==> config.mk <==
export PLATFORM = sky130hd
export DESIGN_NAME = divisor_8bits_seq
export DESIGN_NICKNAME = d
export VERILOG_FILES = /design/src/rtl/divisor_8bits_seq.sv
export SDC_FILE = /design/constraint.sdc
export NUM_CORES = 1
export LEC_CHECK = 0
export ABC_AREA = 1
export CORE_ASPECT_RATIO = 1.1
export CORE_MARGIN = 4
export CORE_UTILIZATION = 41
export CTS_CLUSTER_DIAMETER = 150
export DETAILED_ROUTE_END_ITERATION = 10
export PLACE_DENSITY = 0.59
export SLEW_MARGIN = 20
export SYNTH_ARGS = -nofsm -noshare
export SYNTH_HDL_FRONTEND = slang
export SYNTH_HIERARCHICAL = 1
export SYNTH_SLANG_ARGS = --single-unit
==> constraint.sdc <==
create_clock -name Clock -period 3.9 [get_ports Clock]
set_input_delay 1.17 -clock Clock [delete_from_list [all_inputs] [get_ports Clock]]
set_output_delay 1.17 -clock Clock [all_outputs]
set_load 0.05 [all_outputs]
==> src/rtl/divisor_8bits_seq.sv <==
// Sequential 8-bit unsigned restoring divider: one quotient bit per clock, dividend MSB first.
// Divide-by-zero is reported via ErroDiv0 with Quociente = 8'hFF and Resto = dividend.

module divisor_8bits_seq_chk (
    input logic clk_i,
    input logic rst_n_i,
    input logic calc_i,
    input logic r_msb_i
);
    // Partial remainder never exceeds 127 before it is shifted in a CALC cycle.
    a_r_msb_zero: assert property (@(posedge clk_i) disable iff (!rst_n_i) calc_i |-> !r_msb_i);
endmodule

module divisor_8bits_seq (
    input  logic       Clock,
    input  logic       Reset_n,
    input  logic       Start,
    input  logic [7:0] Dividendo,
    input  logic [7:0] Divisor,
    output logic [7:0] Quociente,
    output logic [7:0] Resto,
    output logic       Busy,
    output logic       Done,
    output logic       ErroDiv0
);
    typedef enum logic [1:0] {
        OCIOSO = 2'd0,
        CALC   = 2'd1,
        FIM    = 2'd2
    } state_t;

    // Divider subtractor stage: {7-bit remainder, dividend bit} - divisor; bit 8 is the borrow.
    function automatic logic [8:0] sub_stage(input logic [6:0] r_lo, input logic bit_in, input logic [7:0] d);
        sub_stage = {1'b0, r_lo, bit_in} - {1'b0, d};
    endfunction

    state_t     state_q, state_d;
    logic [7:0] dvd_q, dvd_d;
    logic [7:0] dvs_q, dvs_d;
    logic [7:0] r_q, r_d;
    logic [7:0] q_q, q_d;
    logic [2:0] cnt_q, cnt_d;
    logic [7:0] quo_q, quo_d;
    logic [7:0] rem_q, rem_d;
    logic       err_q, err_d;
    logic       done_q, done_d;
    logic       busy_q, busy_d;

    logic       dvd_bit_s;
    logic [8:0] trial_s;
    logic       q_bit_s;
    logic [7:0] r_next_s;

    // Trial subtraction for the current CALC step; restore when it borrows.
    always_comb begin
        dvd_bit_s = dvd_q[cnt_q];
        trial_s   = sub_stage(r_q[6:0], dvd_bit_s, dvs_q);
        q_bit_s   = ~trial_s[8];
        if (trial_s[8]) begin
            r_next_s = {r_q[6:0], dvd_bit_s};
        end else begin
            r_next_s = trial_s[7:0];
        end
    end

    // Next-state and registered-output logic of the OCIOSO/CALC/FIM controller.
    always_comb begin
        state_d = state_q;
        dvd_d   = dvd_q;
        dvs_d   = dvs_q;
        r_d     = r_q;
        q_d     = q_q;
        cnt_d   = cnt_q;
        quo_d   = quo_q;
        rem_d   = rem_q;
        err_d   = err_q;
        done_d  = 1'b0;
        busy_d  = busy_q;
        case (state_q)
            OCIOSO: begin
                if (Start) begin
                    dvd_d  = Dividendo;
                    dvs_d  = Divisor;
                    r_d    = 8'd0;
                    q_d    = 8'd0;
                    cnt_d  = 3'd7;
                    busy_d = 1'b1;
                    if (Divisor != 8'd0) begin
                        state_d = CALC;
                    end else begin
                        state_d = FIM;
                        quo_d   = 8'hFF;
                        rem_d   = Dividendo;
                        err_d   = 1'b1;
                        done_d  = 1'b1;
                    end
                end else begin
                    busy_d = 1'b0;
                end
            end
            CALC: begin
                r_d    = r_next_s;
                q_d    = {q_q[6:0], q_bit_s};
                busy_d = 1'b1;
                if (cnt_q == 3'd0) begin
                    state_d = FIM;
                    quo_d   = {q_q[6:0], q_bit_s};
                    rem_d   = r_next_s;
                    err_d   = 1'b0;
                    done_d  = 1'b1;
                end else begin
                    cnt_d = cnt_q - 3'd1;
                end
            end
            FIM: begin
                state_d = OCIOSO;
                busy_d  = 1'b0;
            end
            default: begin
                state_d = OCIOSO;
                busy_d  = 1'b0;
            end
        endcase
    end

    // State and datapath registers, cleared asynchronously by Reset_n.
    always_ff @(posedge Clock or negedge Reset_n) begin
        if (!Reset_n) begin
            state_q <= OCIOSO;
            dvd_q   <= 8'd0;
            dvs_q   <= 8'd0;
            r_q     <= 8'd0;
            q_q     <= 8'd0;
            cnt_q   <= 3'd0;
            quo_q   <= 8'd0;
            rem_q   <= 8'd0;
            err_q   <= 1'b0;
            done_q  <= 1'b0;
            busy_q  <= 1'b0;
        end else begin
            state_q <= state_d;
            dvd_q   <= dvd_d;
            dvs_q   <= dvs_d;
            r_q     <= r_d;
            q_q     <= q_d;
            cnt_q   <= cnt_d;
            quo_q   <= quo_d;
            rem_q   <= rem_d;
            err_q   <= err_d;
            done_q  <= done_d;
            busy_q  <= busy_d;
        end
    end

    assign Quociente = quo_q;
    assign Resto     = rem_q;
    assign ErroDiv0  = err_q;
    assign Done      = done_q;
    assign Busy      = busy_q;

    divisor_8bits_seq_chk u_chk (
        .clk_i   (Clock),
        .rst_n_i (Reset_n),
        .calc_i  (state_q == CALC),
        .r_msb_i (r_q[7])
    );
endmodule

; ---- Word-level counts from Yosys, hierarchy flattened
; Index checks and enable logic that the tools add are counted.
[classes]
reduce_logical = 9
mux = 31
n_eq_ne = 5
n_bitwise = 1
add_sub_neg = 2
n_lt_le_gt_ge = 1
[op_table]
columns = cell, count
row1 = $mux W8, 7
row2 = $pmux W8 S2, 2
row3 = $pmux W7 S2, 2
row4 = $sub A8 B8 Y9, 1
row5 = $mux W1, 8
row6 = $ne A2 B2 Y1 const B, 4
row7 = $reduce_bool A8 Y1, 1
row8 = $mux W7, 1
row9 = $mux W2, 3
row10 = $mux W3, 2
row11 = $pmux W1 S2, 3
row12 = $pmux W3 S2, 1
row13 = $reduce_and A2 Y1, 3
row14 = $lt A3 B4 Y1 const B, 1
row15 = $pmux W2 S2, 1
row16 = $reduce_and A4 Y1, 1
row17 = $bmux W1 S3, 1
row18 = $logic_not A3 Y1, 1
row19 = $reduce_and A3 Y1, 1
row20 = $sub A3 B1 Y3 const B, 1
row21 = $eq A2 B1 Y1 const B, 1
row22 = $logic_not A2 Y1, 1
row23 = $reduce_bool A2 Y1, 1
row24 = $not A1 Y1, 1
[word_totals]
input_bits = 19
wordCells = 60
ff_bits = 54

; ---- Logic depth before layout (Yosys ltp)
; Gate-level depths: netlist (run 1).
[depth]
word_depth = 6
ltp_mapped = 21
mapped_depth_nobuf = 21

; ---- Worst setup path before layout (run 1)
; Ideal clock, no wire load.
[synth_path]
kind = reg2reg
start = register cnt_q[0]
end = register rem_q[1], in the netlist Resto[1]
setup_slack_ns = 1.661
t_required_ns = 3.837
setup_time_ns = 0.063
stages_incl_launch_ff = 20
t_arrival_ns = 2.176
path_buffers = 0
cell_sequence = dfrtp_1 -> inv_1 -> nand2_1 -> nand3_1 -> nand2_1 -> nand2_1 -> nand2_1 -> inv_1 -> ha_1 -> inv_1 -> fa_1 -> nand2_1 -> nand2_1 -> nand3_1 -> nand3_1 -> inv_2 -> nand2_1 -> nand3_1 -> nand2_1 -> inv_1
[synth_via]
elab_chain_cells = 6
word_cells_on_any_way = 9
classes_between = 1 x add/sub / 1 x eq/ne / 5 x mux / 2 x reduce/logical
[synth_rtl]
columns = item, line
row1 = "start, declared", 42  ; logic [2:0] cnt_q, cnt_d;
row2 = "start signal, assigned", 146  ; cnt_q <= cnt_d;
row3 = $bmux W1 S3, 56  ; dvd_bit_s = dvd_q[cnt_q];
row4 = $mux W1 (implied by the code), 56
row5 = $sub A8 B8 Y9, 34  ; sub_stage = {1'b0, r_lo, bit_in} - {1'b0, d};
row6 = $mux W8, 59  ; if (trial_s[8]) begin
row7 = $mux W8, 105  ; if (cnt_q == 3'd0) begin
row8 = $pmux W8 S2, 79  ; case (state_q)
row9 = "end signal, assigned", 148  ; rem_q <= rem_d;
row10 = "end, declared", 44  ; logic [7:0] rem_q, rem_d;
; Several ways; a longest one is shown, not always the timed one. The select of a mux whose other input is x is not followed.
; A chain may end at the register's enable or synchronous reset.

; ---- Final worst setup path (run 1)
[layout_path]
start = register rem_q[6], in the netlist Resto[6]
end = output Resto[6]
[layout_rtl]
columns = item, line
row1 = "end, declared", 21  ; output logic [7:0] Resto,
; No word-level cell between the ends.

==> flow_summary_export.csv, run 1 <==
group,metric,value,unit
run_status,status,"complete, no violations",
clocking,insertion_delay,0.31,ns
route,drtIter0Drc,144,
global_routing,grt_usage,16.5,%
sta,max_slew_margin,62.2,%
worst_setup_path,worstRegToRegCells,20,
yosys,syn_inst,359,
route,avgViaCountPerCell,4.88,
worst_hold_path,hold_path.class,"reg -> reg",
clocking,post_cts_buffers,0,
worst_setup_path,critPathBufInv,1,
global_routing,use_met1,22.7,%
global_routing,grt_overflow,0,
worst_setup_path,crit_slowest_cell,"clkdlybuf4s50_1",
route,drc,0,
worst_setup_path,ff2ff_setup_slack,1.24,ns
placement,place_hpwl,4750,um
sta,finalSetupViolCount,0,
sta,finalHoldViolCount,0,
route,routed_wl,6270,um
worst_setup_path,cp_cell_sequence,"clkdlybuf4s50_1",
clocking,cts_resized,0,
placement,gp_congestion,0.839,
worst_setup_path,cp.required,2.73,ns
sta,tns,0,ns
global_routing,grt_busiest_layer,"met2",
sta,rsz0062_at_grt,"no",
sta,final_max_slew_viol_count,0,
sta,finClkSkew,0.00953,ns
clocking,cts.sinks,54,
die,core-area,6670,um^2
sta,worst_pin_slew,0.567,ns
route,ant_nets,0,
yosys,yosysWarnings,6,
pwr,power_leakage,1.70,nW
cells_and_area,regArea,1350,um^2
sta,hold_ws,0.499,ns
global_routing,gr-usage-met3,2.85,%
cells_and_area,multi_input_area,1200,um^2
clocking,root_buffer,"clkbuf_8",
clocking,cts_tree,"done",
global_routing,antenna_found_initial,0,
yosys,yosysSeqAreaShare,47.5,%
yosys,synthDominantCellAreaShare,47.5,%
cells_and_area,fin_nets,428,
route,firstDrtPassIters,4,
worst_setup_path,worstPathArrival,1.51,ns
worst_setup_path,cpPeakStageDelay,0.81,ns
worst_setup_path,path_max_fanout,2,
yosys,ys_ff_latch,54,
worst_setup_path,worst-setup-path-type,"reg -> out",
yosys,yosys-top-cells-area,"dfrtp_1 (47%), nand2_1 (13%), inv_1 (7.5%), nand3_1 (5.1%), ha_1 (4.4%)",
worst_hold_path,whs_endpoint,"dvd_q[2]",
cells_and_area,drive_above_1_share,7.77,%
route,vias,2347,
pwr,peakVddDrop,0.000420,V
worst_hold_path,hold_start,"dvd_q[2]",
clocking,cts_buffers,5,
placement,io_buffers,37,
yosys,synth_area_leader_cell,"dfrtp_1",
sta,post-route-min-period,2.68,ns
sta,finalCritPeriodShare,68.8,%
die,initial_core_util,42.7,%
worst_setup_path,r2r-start,"cnt_q[0]",
die,die_area,8340,um^2
worst_setup_path,crit_path_end_kind,"output port",
yosys,ys_types,34,
yosys,netlist_area,2850,um^2
yosys,postSynthAreaPerCell,7.93,um^2
global_routing,grt_max_degree,29,
global_routing,grt.met2_usage,26.1,%
sta,max_freq,373,MHz
cells_and_area,syn_to_final_growth,18.3,%
clocking,cts_max_level,2,
die,fp-row-count,31,
global_routing,grt_pass1_vias,2171,
worst_setup_path,r2r-end,"Resto[2]",
clocking,clk_path_buf_depth,2,
pwr,powerDensity,892,nW/um^2
worst_hold_path,holdPathStages,2,
die,die_h,95.4,um
cells_and_area,diodes,0,
die,io_pins,38,
yosys,synth_nets,389,
die,die_w,87.4,um
route,drt-wirelength-per-cell,13.0,um
worst_setup_path,cp_top_family,"buffers and inverters",
clocking,path_clk_slew,0.11,ns
worst_setup_path,cp-start-kind,"register",
cells_and_area,fillCellCount,659,
clocking,postCtsHoldBufs,0,
global_routing,grt_pass1_wl,10500,um
run,maxCapViolCount,0,
[cell usage after synthesis]
library cell	n
nand4_1	1
or2_1	2
a21oi_1	5
nand3_1	29
a21boi_0	2
nand2_4	2
o21ai_0	17
o211ai_1	1
xor2_1	1
o22ai_1	7
inv_4	1
ha_1	10
fa_1	1
clkbuf_1	3
inv_1	57
o31ai_1	1
a31oi_1	7
nor2_2	3
a21oi_2	2
nor2_1	30
o21bai_1	1
buf_4	1
nand3b_1	3
or2_0	2
dfrtp_1	54
a21boi_2	1
nand3_2	1
inv_2	2
nand2_2	2
buf_6	4
nand2_1	100
buf_2	1
or2_2	4
o21ai_1	1
[report_power, final]
part           internal (mW)  total, mW  switching (mW)
Combinational          0.605       1.75            1.15
Sequential             0.800      0.925           0.125
Clock                  0.129      0.328           0.199
[routing by layer]
metal / vias to the layer above / part of all wire, % / wire length, um
met3: 11 / 3.6 / 223
met2: 41 / 46 / 2890
met1: 1091 / 48 / 3010
li1: 1204 / - / -
met5: - / 0 / 0
met4: 0 / 2.4 / 148
[metrics by stage]
| stage | std cells | instance area (um^2) | power (mW) | setup WS (ns) | util [%] |
|---|---|---|---|---|---|
| 2_1_floorplan | 359 | 2850 | 2.25 | 1.66 | - |
| 3_3_place_gp | 473 | 3280 | 2.68 | 1.10 | 49.1 |
| 3_5_place_dp | 473 | 3280 | 2.70 | 1.07 | 49.1 |
| 4_1_cts | 481 | 3370 | 3.03 | 1.19 | 50.5 |
| 5_1_grt | 481 | 3370 | 3.30 | 0.915 | 50.5 |
| 6_report | 481 | 3370 | 3.01 | 1.22 | 50.5 |
[worst max path at each step]
stage | slack, ns | cells after the start | from | to
after floorplan | 1.66 | 19 | cnt_q[0] | Resto[1]
after global placement | 1.10 | 9 | Start | Resto[7]
after detailed placement | 1.07 | 9 | Start | Resto[7]
after CTS | 1.19 | 1 | Resto[6] | Resto[6]
after global routing | 0.91 | 20 | cnt_q[0] | Resto[2]
final | 1.22 | 1 | Resto[6] | Resto[6]
[flip-flops by register name, indices dropped and copies added, names as in the netlist, 2 cells and up]
name	flops
q_q	7
Quociente	8
dvs_q	8
dvd_q	8
Resto	8
cnt_q	3
state_q	2
r_q	7
[cell families (layout without fill, tap and decap cells)]
| logic type | count (synthesis) | count (layout) | share of synthesized area, % |
|---|---|---|---|
| DFF | 54 | 54 | 47.5 |
| adders and majority gates | 11 | 11 | 5.10 |
| and+or+nand+nor | 179 | 179 | 27.3 |
| AOI/OAI and AO/OA | 45 | 45 | 9.45 |
| xor gates and xnor gates | 1 | 1 | 0.308 |
| buffers and inverters | 69 | 109 | 10.4 |
[cell usage in the layout (no fill, tap or decap), types with 3 or more instances in the layout]
cell type	Yosys	routed
or2_2	4	4
inv_1	57	57
nand2_1	100	100
nor2_1	30	30
a21oi_1	5	5
clkdlybuf4s50_1	0	36
nand3b_1	3	3
nand3_1	29	29
o21ai_0	17	17
o22ai_1	7	7
nor2_2	3	3
ha_1	10	10
dfrtp_1	54	54
a31oi_1	7	7
buf_4	1	4
clkbuf_8	0	5
[layout make-up]
cell class	instances	share of cell area, %
Sequential cell	54	40.1
Multi-Input combinational cell	236	35.6
Timing Repair Buffer	41	11.7
Inverter	60	6.76
Tap cell	82	3.05
Clock buffer	5	2.04
Clock inverter	3	0.706
Note: power is estimated with default switching activity, not from simulation.
==> run 2: changes to the inputs <==
==> constraint.sdc (replaced) <==
create_clock -name Clock -period 2.6 [get_ports Clock]
set_input_delay 0.78 -clock Clock [delete_from_list [all_inputs] [get_ports Clock]]
set_output_delay 0.78 -clock Clock [all_outputs]
set_load 0.05 [all_outputs]
==> flow_summary_export.csv, run 2 (synthesized netlist as in run 1, its figures left out) <==
group,metric,value,unit
run_status,status,"complete, no violations",
pwr,switching_power,2.26,mW
sta,worst_pin_slew,0.685,ns
run,maxCapViolCount,0,
clocking,cts_tree,"done",
sta,rsz0062_at_grt,"yes",
worst_setup_path,worst-setup-path-type,"reg -> reg",
die,initial_core_util,42.7,%
worst_setup_path,cp-start-kind,"register",
route,drc,0,
route,vias,2308,
route,firstDrtPassIters,4,
pwr,power.switching_fraction,49.2,%
sta,final_max_slew_viol_count,0,
global_routing,grt_pass1_wl,10900,um
placement,io_buffers,37,
global_routing,grt_overflow,0,
clocking,post_cts_buffers,0,
route,drt-wirelength-per-cell,13.1,um
worst_setup_path,r2r-start,"cnt_q[0]",
route,dr_wl_met2,2840,um
clocking,cts_buffers,5,
cells_and_area,multi_input_area,1220,um^2
sta,post-route-min-period,2.34,ns
clocking,path_clk_slew,0.11,ns
pwr,powerDensity,1340,nW/um^2
sta,finalHoldViolCount,0,
pwr,intPower,2.33,mW
route,ant_nets,0,
clocking,cts.sinks,54,
clocking,insertion_delay,0.31,ns
sta,tns,0,ns
global_routing,antenna_found_initial,0,
worst_setup_path,cp.required,2.83,ns
worst_hold_path,hold_start,"ErroDiv0",
cells_and_area,drive_above_1_share,10.0,%
die,io_pins,38,
cells_and_area,final_cell_mix,"nand2_1 (98), inv_1 (56), dfrtp_1 (53)",
clocking,postCtsHoldBufs,0,
global_routing,grt_usage,16.7,%
placement,dpl_cell_area,3300,um^2
worst_hold_path,hold_path.class,"reg -> reg",
clocking,cts_resized,0,
sta,finalCritPeriodShare,89.8,%
route,wl_met3,231,um
sta,finClkSkew,0.00956,ns
worst_setup_path,crit_path_end_kind,"register",
die,core-area,6670,um^2
pwr,combPwrFrac,58.8,%
clocking,clk_path_buf_depth,2,
cells_and_area,syn_to_final_growth,20.0,%
die,die_w,87.4,um
cells_and_area,diodes,0,
worst_hold_path,holdPathStages,2,
worst_setup_path,r2r-end,"Resto[4]",
pwr,peakVddDrop,0.000621,V
route,routed_wl,6330,um
die,die_area,8340,um^2
placement,place_hpwl,4800,um
placement,gp_congestion,0.852,
sta,finalSetupViolCount,0,
cells_and_area,finalInstanceArea,3420,um^2
die,fp-row-count,31,
pwr,total_power,4.59,mW
worst_setup_path,worstPathArrival,2.56,ns
pwr,p_clk_share,10.8,%
cells_and_area,final_common_cell,"nand2_1",
worst_setup_path,ff2ff_setup_slack,0.26,ns
sta,layout_setup_ws,0.264,ns
worst_setup_path,path_max_fanout,7,
sta,max_slew_margin,54.3,%
global_routing,grt_max_degree,55,
cells_and_area,fin_nets,429,
sta,max_freq,428,MHz
pwr,power_leakage,1.72,nW
route,top_layer,"met4",
placement,dp_slack,0.0654,ns
pwr,p_seq_share,30.4,%
clocking,root_buffer,"clkbuf_8",
cells_and_area,fillCellCount,662,
global_routing,grt_pass1_vias,2284,
clocking,cts_max_level,2,
worst_hold_path,whs_endpoint,"ErroDiv0",
route,avgViaCountPerCell,4.79,
die,die_h,95.4,um
worst_setup_path,worstRegToRegCells,18,
cells_and_area,regArea,1350,um^2
route,m1WireLength,3110,um
route,drtIter0Drc,114,
-- run 2: cell type report --
cell class              count  share of cell area [%]
inverters                  60                    6.74
clock inverters             3                   0.733
repair buffers             42                    12.2
clock buffers               5                    2.01
well taps                  82                    3.00
flip-flops and latches     54                    39.6
multi-input cells         236                    35.8
-- run 2: per-layer routing --
layer | global-route usage, % | vias up
met5 | 0 | -
met4 | 5.37 | 0
met3 | 3.03 | 14
met2 | 26.3 | 44
met1 | 23.3 | 1048
li1 | - | 1202
-- run 2: per-stage QoR --
stage / hold WS, ns / std cells / util, %
floorplan: 0.448 / 359 / -
global placement: 0.459 / 474 / 49.4
detailed placement: 0.465 / 474 / 49.4
CTS: 0.492 / 482 / 50.8
global route: 0.526 / 482 / 51.2
finish: 0.486 / 482 / 51.2
-- run 2: worst max path at each step --
stage	start	end	slack [ns]	depth (start not counted)
floorplan	cnt_q[0]	Resto[1]	0.36	19
global placement	cnt_q[0]	Resto[6]	0.14	19
detailed placement	cnt_q[0]	Resto[6]	0.07	19
CTS	cnt_q[0]	Resto[6]	0.04	19
global route	cnt_q[0]	Resto[0]	-0.01	18
finish	cnt_q[0]	Resto[4]	0.26	18
-- run 2: power by group through the flow --
stage          combinational [mW]  clock [mW]  sequential [mW]
5_1_grt                      3.07       0.547             1.44
2_1_floorplan                1.60           0             1.78
3_5_place_dp                 2.66           0             1.41
3_3_place_gp                 2.64           0             1.40
6_report                     2.70       0.498             1.40
4_1_cts                      2.68       0.512             1.39
-- run 2: critical path: stages, from the launching register on --
cell,delay [ns]
dfrtp_2,0.47
nor2_1,0.12
nor2_1,0.04
nand2_1,0.06
nand2_1,0.05
nand2_1,0.05
nand2_1,0.08
inv_1,0.07
ha_1,0.14
inv_1,0.07
fa_2,0.35
nand2_1,0.08
nand2_2,0.08
nand3_2,0.11
nand2_1,0.14
nand3_1,0.15
nand3_1,0.10
nand2_1,0.06
inv_1,0.03
